[config.mk]
export PLATFORM = sky130hd
export DESIGN_NAME = bus_arbiter
export DESIGN_NICKNAME = d
export VERILOG_FILES = /design/src/rtl/bus_arbiter.sv
export SDC_FILE = /design/constraint.sdc
export NUM_CORES = 1
export LEC_CHECK = 0
export CAP_MARGIN = 20
export CORE_ASPECT_RATIO = 0.6
export CORE_UTILIZATION = 28
export CTS_BUF_LIST = sky130_fd_sc_hd__clkbuf_8
export CTS_CLUSTER_SIZE = 14
export DETAILED_ROUTE_END_ITERATION = 8
export PLACE_DENSITY = 0.55
export SLEW_MARGIN = 20
export SYNTH_ARGS = -nofsm -noshare
export SYNTH_HDL_FRONTEND = slang
export SYNTH_SLANG_ARGS = --single-unit
[constraint.sdc]
create_clock -name clk -period 2.2 [get_ports clk]
set_clock_uncertainty 0.15 [all_clocks]
set_input_delay 0.44 -clock clk [delete_from_list [all_inputs] [get_ports clk]]
set_output_delay 0.44 -clock clk [all_outputs]
set_load 0.02 [all_outputs]
[src/rtl/bus_arbiter.sv]
// bus_arbiter: central arbiter and slave-select sequencer for the serial bus.
// Grants one of N_MASTERS masters and decodes the serial slave-select prefix
// (LSB first) into a one-hot slave_sel. A master whose slave raises split_en
// is parked, and it is resumed with priority once that slave releases the split.
// Build option: define ROUND_ROBIN_EN for round-robin arbitration of new
// requests. When it is undefined, arbitration is fixed priority with index 0 highest.
module bus_arbiter #(
    parameter int N_MASTERS = 2,
    parameter int N_SLAVES  = 3,
    parameter int SEL_BITS  = 2
) (
    input  logic                         clk,
    input  logic                         reset,
    input  logic [N_MASTERS-1:0]         breq,
    input  logic [N_MASTERS-1:0]         m_valid,
    input  logic [N_MASTERS-1:0]         m_addr,
    input  logic [N_SLAVES-1:0]          split_en,
    output logic [N_MASTERS-1:0]         bgrant,
    output logic [$clog2(N_MASTERS)-1:0] m_sel,
    output logic [N_SLAVES-1:0]          slave_sel,
    output logic [N_MASTERS-1:0]         split_pending,
    output logic                         sel_err
);
    localparam int MW = $clog2(N_MASTERS);
    localparam int CW = $clog2(SEL_BITS + 1);

    typedef enum logic [1:0] {S_IDLE, S_SEL, S_BUSY} state_t;

    state_t               r_state;
    logic [N_MASTERS-1:0] r_bgrant;
    logic [MW-1:0]        r_m_sel;
    logic [N_SLAVES-1:0]  r_slave_sel;
    logic [N_SLAVES-1:0]  r_split_prev;
    logic [N_MASTERS-1:0] r_split_pending;
    logic                 r_sel_err;
    logic [SEL_BITS-1:0]  r_shift;
    logic [SEL_BITS-1:0]  r_cur_slv;
    logic [CW-1:0]        r_cnt;
    logic [SEL_BITS-1:0]  r_park [N_MASTERS];
`ifdef ROUND_ROBIN_EN
    logic [MW-1:0]        r_last;
`endif

    logic [N_MASTERS-1:0] w_res_ready;
    logic                 w_res_found;
    logic [MW-1:0]        w_res_idx;
    logic [SEL_BITS-1:0]  w_res_slv;
    logic [N_MASTERS-1:0] w_elig;
    logic                 w_new_found;
    logic [MW-1:0]        w_new_idx;
    logic                 w_cur_bit;
    logic [SEL_BITS:0]    w_shift_ext;
    logic [SEL_BITS-1:0]  w_s;
    logic                 w_s_parked;
    logic                 w_s_ok;
    logic                 w_last_bit;
    logic                 w_split_rise;

    assign bgrant        = r_bgrant;
    assign m_sel         = r_m_sel;
    assign slave_sel     = r_slave_sel;
    assign split_pending = r_split_pending;
    assign sel_err       = r_sel_err;

    function automatic logic [N_SLAVES-1:0] slave_onehot(input logic [SEL_BITS-1:0] idx);
        logic [N_SLAVES-1:0] oh;
        oh = '0;
        for (int k = 0; k < N_SLAVES; k++) begin
            oh[k] = (int'(idx) == k);
        end
        return oh;
    endfunction

    function automatic logic [N_MASTERS-1:0] master_onehot(input logic [MW-1:0] idx);
        return N_MASTERS'(1) << idx;
    endfunction

    // Parked masters whose slave has released the split are ready to resume; lowest index wins.
    always_comb begin
        w_res_ready = '0;
        for (int i = 0; i < N_MASTERS; i++) begin
            for (int k = 0; k < N_SLAVES; k++) begin
                if (r_split_pending[i] && (int'(r_park[i]) == k) && !split_en[k]) begin
                    w_res_ready[i] = 1'b1;
                end
            end
        end
        w_res_found = |w_res_ready;
        w_res_idx   = '0;
        for (int i = N_MASTERS - 1; i >= 0; i--) begin
            if (w_res_ready[i]) begin
                w_res_idx = MW'(i);
            end
        end
        w_res_slv = r_park[w_res_idx];
    end

`ifdef ROUND_ROBIN_EN
    // Round-robin pick among fresh requesters, starting after the last granted master.
    always_comb begin
        int j;
        w_elig      = breq & ~r_split_pending;
        w_new_found = 1'b0;
        w_new_idx   = '0;
        j           = 0;
        for (int k = N_MASTERS; k >= 1; k--) begin
            j = (int'(r_last) + k) % N_MASTERS;
            if (w_elig[j]) begin
                w_new_found = 1'b1;
                w_new_idx   = MW'(j);
            end
        end
    end
`else
    // Fixed-priority pick among fresh requesters, index 0 highest; parked masters are ignored.
    always_comb begin
        w_elig      = breq & ~r_split_pending;
        w_new_found = 1'b0;
        w_new_idx   = '0;
        for (int i = N_MASTERS - 1; i >= 0; i--) begin
            if (w_elig[i]) begin
                w_new_found = 1'b1;
                w_new_idx   = MW'(i);
            end
        end
    end
`endif

    // Prefix assembly and decode: the incoming bit enters at the MSB end, so the first bit ends at the LSB.
    always_comb begin
        w_cur_bit   = m_addr[r_m_sel];
        w_shift_ext = {w_cur_bit, r_shift};
        w_s         = w_shift_ext[SEL_BITS:1];
        w_last_bit  = (int'(r_cnt) == SEL_BITS - 1);
        w_s_parked  = 1'b0;
        for (int j = 0; j < N_MASTERS; j++) begin
            if (r_split_pending[j] && (r_park[j] == w_s)) begin
                w_s_parked = 1'b1;
            end
        end
        w_s_ok       = (int'(w_s) < N_SLAVES) && !w_s_parked;
        w_split_rise = |(split_en & ~r_split_prev & r_slave_sel);
    end

    // Arbitration / select / busy sequencer with registered outputs.
    always_ff @(posedge clk or posedge reset) begin
        if (reset) begin
            r_state         <= S_IDLE;
            r_bgrant        <= '0;
            r_m_sel         <= '0;
            r_slave_sel     <= '0;
            r_split_prev    <= '0;
            r_split_pending <= '0;
            r_sel_err       <= 1'b0;
            r_shift         <= '0;
            r_cur_slv       <= '0;
            r_cnt           <= '0;
            for (int i = 0; i < N_MASTERS; i++) begin
                r_park[i] <= '0;
            end
`ifdef ROUND_ROBIN_EN
            r_last          <= '0;
`endif
        end else begin
            r_sel_err    <= 1'b0;
            r_split_prev <= split_en;
            case (r_state)
                S_IDLE: begin
                    if (w_res_found) begin
                        // The parked record is consumed whether or not the master still wants the bus.
                        r_split_pending[w_res_idx] <= 1'b0;
                        if (breq[w_res_idx]) begin
                            r_bgrant    <= master_onehot(w_res_idx);
                            r_m_sel     <= w_res_idx;
                            r_cur_slv   <= w_res_slv;
                            r_slave_sel <= slave_onehot(w_res_slv);
`ifdef ROUND_ROBIN_EN
                            r_last      <= w_res_idx;
`endif
                            r_state     <= S_BUSY;
                        end
                    end else if (w_new_found) begin
                        r_bgrant <= master_onehot(w_new_idx);
                        r_m_sel  <= w_new_idx;
                        r_shift  <= '0;
                        r_cnt    <= '0;
`ifdef ROUND_ROBIN_EN
                        r_last   <= w_new_idx;
`endif
                        r_state  <= S_SEL;
                    end
                end
                S_SEL: begin
                    if (!breq[r_m_sel]) begin
                        r_bgrant <= '0;
                        r_state  <= S_IDLE;
                    end else if (m_valid[r_m_sel]) begin
                        if (w_last_bit) begin
                            r_cnt <= '0;
                            if (w_s_ok) begin
                                r_cur_slv   <= w_s;
                                r_slave_sel <= slave_onehot(w_s);
                                r_state     <= S_BUSY;
                            end else begin
                                r_sel_err   <= 1'b1;
                                r_bgrant    <= '0;
                                r_slave_sel <= '0;
                                r_state     <= S_IDLE;
                            end
                        end else begin
                            r_shift <= w_s;
                            r_cnt   <= r_cnt + 1'b1;
                        end
                    end
                end
                S_BUSY: begin
                    // A split wins over a simultaneous release so the master stays parked.
                    if (w_split_rise) begin
                        r_split_pending[r_m_sel] <= 1'b1;
                        r_park[r_m_sel]          <= r_cur_slv;
                        r_bgrant                 <= '0;
                        r_slave_sel              <= '0;
                        r_state                  <= S_IDLE;
                    end else if (!breq[r_m_sel]) begin
                        r_bgrant    <= '0;
                        r_slave_sel <= '0;
                        r_state     <= S_IDLE;
                    end
                end
                default: begin
                    r_bgrant    <= '0;
                    r_slave_sel <= '0;
                    r_state     <= S_IDLE;
                end
            endcase
        end
    end

endmodule

Word level (Yosys, flattened, before mapping)
Cells that the tools add are included. Widths: inputs -> output; s select.

Flip-flop bits (word level): 24. Latch bits: 0. Bits in writable memories: 0. Memory bits (read-only): 0. Input bits: 11. Output and inout port bits: 9. Logic and storage cells: 190. Memories kept: 0.

$add $sub $neg: 1. Multiply operators: 0. Divide/modulo/power cells: 0. $lt $le $gt $ge: 8. Equal/unequal tests: 30. Shift operators: 2. Multiplexer cells: 86. Bitwise logic cells: 10. Reduce and logical (&&, ||, !) cells: 41.

Operators with widths (number): $mux 2 (36); $mux 1 (31); $mux 3 (8); $eq 2x2->1 const B (10); $ne 2x2->1 const B (10); $logic_and 1x1->1 (18); $ne 3x3->1 const B (6); $reduce_and 6->1 (3); $pmux 2 s2 (4); $pmux 2 s3 (2); $logic_not 2->1 (5); $reduce_and 5->1 (2); $pmux 3 s3 (1); $reduce_and 7->1 (1); $and 3x3->3 (2); $reduce_and 3->1 (2); $reduce_bool 2->1 (3); $and 2x2->2 (2); $bwmux 4 (1); $eq 2x2->1 (2); $ge 2x2->1 const B (2); $logic_not 1->1 (4); $lt 1x2->1 const B (2); $not 1->2 (2); 15 further kinds (19).

Logic depth before layout (Yosys ltp)
Word-level depth: 16. Mapped depth: 6. Gate-level depth less buffers: 5.

Worst setup path after synthesis
OpenSTA, ideal clock, no wires.

Path type: register to register. From: register r_m_sel (netlist: m_sel). To: register r_cur_slv[0]. Library setup time: 0.121 ns. Arrival: 1.820 ns. Data required time: 1.929 ns. Setup slack: 0.109 ns. Stages on the path, launching flop included: 7. Buffers on the path: 1. Period minus slack after synthesis: 2.091 ns. Cells stage by stage: dfrtp_1 buf_2 mux2_2 a221oi_2 nor2_1 o32a_1 a22o_1.

Longest elaborated chain between the ends: 10. Elaborated cells between the ends (all ways): 19. Classes of those cells: 1 x order compare; 5 x eq/ne; 8 x mux; 5 x reduce/logical.

RTL lines: start, declared (RTL line 31) `logic [MW-1:0] r_m_sel;`; start signal, assigned (RTL line 174) `r_m_sel <= w_res_idx;`; start signal, assigned (RTL line 184) `r_m_sel <= w_new_idx;`; $mux 1 (implied by the code) (2 in a row) (RTL line 131) `w_cur_bit = m_addr[r_m_sel];`; $eq 2x2->1 (RTL line 137) `if (r_split_pending[j] && (r_park[j] == w_s)) begin`; $logic_and 1x1->1 (RTL line 137); $mux 1 (2 in a row) (RTL line 137); $logic_not 1->1 (RTL line 141) `w_s_ok = (int'(w_s) < N_SLAVES) && !w_s_parked;`; $logic_and 1x1->1 (RTL line 141); $ne 2x2->1 (no line); $reduce_and 7->1 (no line) *; end signal, assigned (RTL line 175) `r_cur_slv <= w_res_slv;`; end signal, assigned (RTL line 201) `r_cur_slv <= w_s;`; end, declared (RTL line 37) `logic [SEL_BITS-1:0] r_cur_slv;`.

Every way passes the cells marked *; elsewhere a longest branch is shown, timed or not. The select of a mux whose other input is x is not followed. A chain may end at the register's enable or synchronous reset.

Worst setup path in the final report
From: register r_park[2] in the netlist's numbering. To: register r_cur_slv[0].

Longest elaborated chain between the ends: 14. Elaborated cells between the ends (all ways): 33. Classes of those cells: 6 x eq/ne; 14 x mux; 1 x bitwise; 12 x reduce/logical.

RTL lines: start, declared (RTL line 39) `logic [SEL_BITS-1:0] r_park [N_MASTERS];`; start signal, assigned by index (RTL line 220) `r_park[r_m_sel] <= r_cur_slv;`; $logic_not 2->1 (RTL line 83) `if (r_split_pending[i] && (int'(r_park[i]) == k) && !split_en[k]) begin`; $logic_and 1x1->1 (2 in a row) (RTL line 83); $mux 1 (3 in a row) (RTL line 83); $mux 1 (RTL line 91) `if (w_res_ready[i]) begin`; $not 1->2 (implied by the code) (RTL line 95) `w_res_slv = r_park[w_res_idx];`; $mux 2 (implied by the code) (3 in a row) (RTL line 95); $mux 2 (RTL line 172) `if (breq[w_res_idx]) begin`; $mux 2 (RTL line 169) `if (w_res_found) begin`; $pmux 2 s2 (RTL line 167) `case (r_state)`.

Several ways; a longest one is shown, not always the timed one. The select of a mux whose other input is x is not followed.

==> flow_metrics.py <==
metrics = {
    "run_status": {
        "status": "finished, final reports clean",
    },
    "logic_synthesis": {
        "synth_fp_nets": 145,
        "synth_top_area_share": 0.4049,
        "async_flop_share": 1.000,
        "netlist-cell-type-count": 51,
        "yosysSeqAreaShare": 0.4049,
        "synthTopCellsByArea": "dfrtp_1 40%, mux2_2 5.5%, mux2i_1 4.9%, nand2b_1 3.5%, o21ai_0 2.8%",
        "yosysMostFrequentCell": "dfrtp_1",
        "syn_avg_cell_area_um2": 10.61,
        "synth-edff-count": 0,
        "yosys.area.top_type": "dfrtp_1",
        "synth_common_cells": "23 x dfrtp_1, 8 x inv_1, 8 x nand2b_1, 8 x o21ai_0",
        "ys_seq_elements": 23,
        "yosys_warnings": 0,
        "synth_cells": 134,
        "synth_flop_cell": "dfrtp_1",
        "synth_area_um2": 1421,
    },
    "floorplanning": {
        "die_h_um": 57.19,
        "dieArea_um2": 5375,
        "num_rows": 19,
        "dieWidth_um": 93.98,
        "ios": 20,
        "core_area_um2": 4731,
        "start_util": 0.3004,
    },
    "worst_hold_path": {
        "hold_class": "in2async",
    },
    "placement": {
        "dp.cells": 242,
        "placed_area_um2": 1894,
        "io_buffers": 19,
        "gp_congestion": 0.9262,
        "hpwl_mm": 3.309,
        "preCtsSetupSlack_ns": -0.4406,
    },
    "finish": {
        "seq_area_um2": 579.3,
        "fin_area_um2": 1982,
        "multi_input_area_um2": 827.0,
        "area_growth_pct": 39.44,
        "fin_nets": 197,
        "n_fill_cell": 455,
        "drive_gt1_frac": 0.3135,
        "instances_no_fill": 248,
        "n_antenna_cell": 0,
        "finish.utilization": 0.4189,
    },
    "critical_path": {
        "critPathTopFamily": "compound AO/OA/AOI/OAI gates",
        "end_kind": "register",
        "r2r_setup_slack_ns": 0.08,
        "worstSetupPathType": "reg2reg",
        "slowest_delay_ns": 0.52,
        "cp_max_fo": 7,
        "crit_buf_inv": 1,
        "required_ns": 2.21,
        "worstSetupStartpointType": "register",
        "slowest_stage": "dfrtp_1",
        "worstPathArrival_ns": 2.13,
        "path_cells": "and2b_4 > a21oi_4 > mux2i_2 > a221oi_4 > buf_4 > a22o_1",
    },
    "global_routing": {
        "antenna_found_initial": 0,
        "grt_max_degree": 24,
        "grt_pass1_vias": 1349,
        "grt_pass1_wl_mm": 6.934,
        "grtUsageTotal": 0.1735,
        "grt-ovfl-total": 0,
    },
    "power": {
        "vdd_ir_drop_max_mv": 0.3202,
        "leakage_nw": 0.8975,
        "power_mw": 2.057,
        "p_per_area_nw_per_um2": 1038,
    },
    "clocking": {
        "clock_sinks": 23,
        "cts_root_buf": "clkbuf_8",
        "cts_tree": "yes",
        "clk_pin_slew_worst_paths_ns": 0.09,
        "clock_latency_ns": 0.27,
        "cts_made_buffers": 3,
        "cts.htree.levels": 1,
        "cts_hold_buf": 0,
        "clk_path_buf_depth": 2,
    },
    "sta": {
        "period_share": 0.9653,
        "hold_viol": 0,
        "report.final.slew_viol_count": 0,
        "finalSetupViolCount": 0,
        "maxSlewHeadroom": 0.7237,
        "hold_ws_ns": 0.3456,
        "fmaxAchievable_mhz": 470.9,
        "fin_ws_ns": 0.07643,
        "min_period_ns": 2.124,
        "rsz0062_at_grt": "true",
        "worstMarginPinSlew_ns": 0.4136,
        "final.setup.tns_ns": 0,
    },
    "route": {
        "wl_met1_mm": 2.204,
        "drt_iter0_markers": 94,
        "vias_per_cell": 5.242,
        "met3RoutedLength_um": 367,
        "wl_per_cell_um": 16.88,
        "dr_wl_met2_mm": 1.576,
        "drc": 0,
        "via_count": 1300,
        "ant_nets": 0,
        "drt_wl_total_mm": 4.185,
        "drtPass1Iterations": 4,
        "topRoutingLayerUsed": "met4",
    },
    "job": {
        "maxCapViolCount": 0,
    },
}
[repair_timing]
| item | 4_1_cts | 5_1_grt |
|---|---|---|
| gates resized for setup | 10 | 3 |
| endpoints found under the setup margin | 12 | 3 |
| pin swaps | 2 | 1 |
| buffers inserted | 1 | 1 |
[worst reg2reg max path, stage by stage, from the launching register on]
cell and delay, ns:
dfrtp_1 0.52, and2b_4 0.25, a21oi_4 0.19, mux2i_2 0.39, a221oi_4 0.15, buf_4 0.16, a22o_1 0.21
[registers in the layout, summed over array words and instances (netlist names)]
| signal | cells |
|---|---|
| r_cnt | 2 |
| sel_err | 1 |
| r_shift | 1 |
| r_park | 4 |
| split_pending | 2 |
| r_state | 2 |
| m_sel | 1 |
| slave_sel | 3 |
| r_split_prev | 3 |
| bgrant | 2 |
| r_cur_slv | 2 |
[cell families (layout without fill, tap and decap cells)]
logic type / after synthesis / count (layout) / synth area share
multiplexers: 16 / 16 / 0.1259
XOR/XNOR: 2 / 2 / 0.01233
AND/OR/NAND/NOR: 44 / 44 / 0.1989
buffers and inverters: 11 / 62 / 0.03081
AO/OA/AOI/OAI: 38 / 38 / 0.2271
flip-flops: 23 / 23 / 0.4049
[cells in the final DEF (no fill, tap or decap), drive strengths merged, types with 2 or more instances in the layout]
cell           instances
buf                   31
a2111oi                2
clkdlybuf4s50         15
o22ai                  3
inv                    9
nand3b                 3
a22o                   3
and3b                  2
o32a                   2
mux2i                  7
o2111ai                2
and2b                  2
o21ai                  8
o21a                   3
nand4                  2
mux2                   9
a21oi                  2
nor3                   2
xnor2                  2
dlygate4sd2            3
o211ai                 2
clkbuf                 3
nor2                   6
dfrtp                 23
nand2                  4
a221oi                 2
nor2b                  4
nand2b                 8
[power breakdown]
part / switching [mW] / internal (mW)
Clock: 0.148 / 0.125
Sequential: 0.143 / 0.534
Combinational: 0.532 / 0.575
Total: 0.822 / 1.23
[worst paths after layout]
| check | from | endpoint | cells after the start |
|---|---|---|---|
| max | r_park[2] | r_cur_slv[0] | 6 |
| min | reset | bgrant[0] | 3 |
| max reg2reg | r_park[2] | r_cur_slv[0] | 6 |
| min reg2reg | r_cnt[1] | r_cnt[1] | 1 |
| max in group asynchronous | reset | r_park[0] | 3 |
| min in group clk | r_cnt[1] | r_cnt[1] | 1 |
[per-layer routing]
metal / GRT usage / up-vias
met5: 0 / -
li1: - / 615
met2: 0.2252 / 47
met4: 0.04176 / 0
met3: 0.04667 / 4
met1: 0.2768 / 634
[area by class of cell]
type / instances / share of cell area
clock inverters: 1 / 0.001894
multi-input cells: 100 / 0.4173
clock buffers: 3 / 0.02083
flip-flops and latches: 23 / 0.2923
well taps: 63 / 0.03977
inverters: 8 / 0.01515
repair buffers: 50 / 0.2128
(Power assumes the default switching activity.)
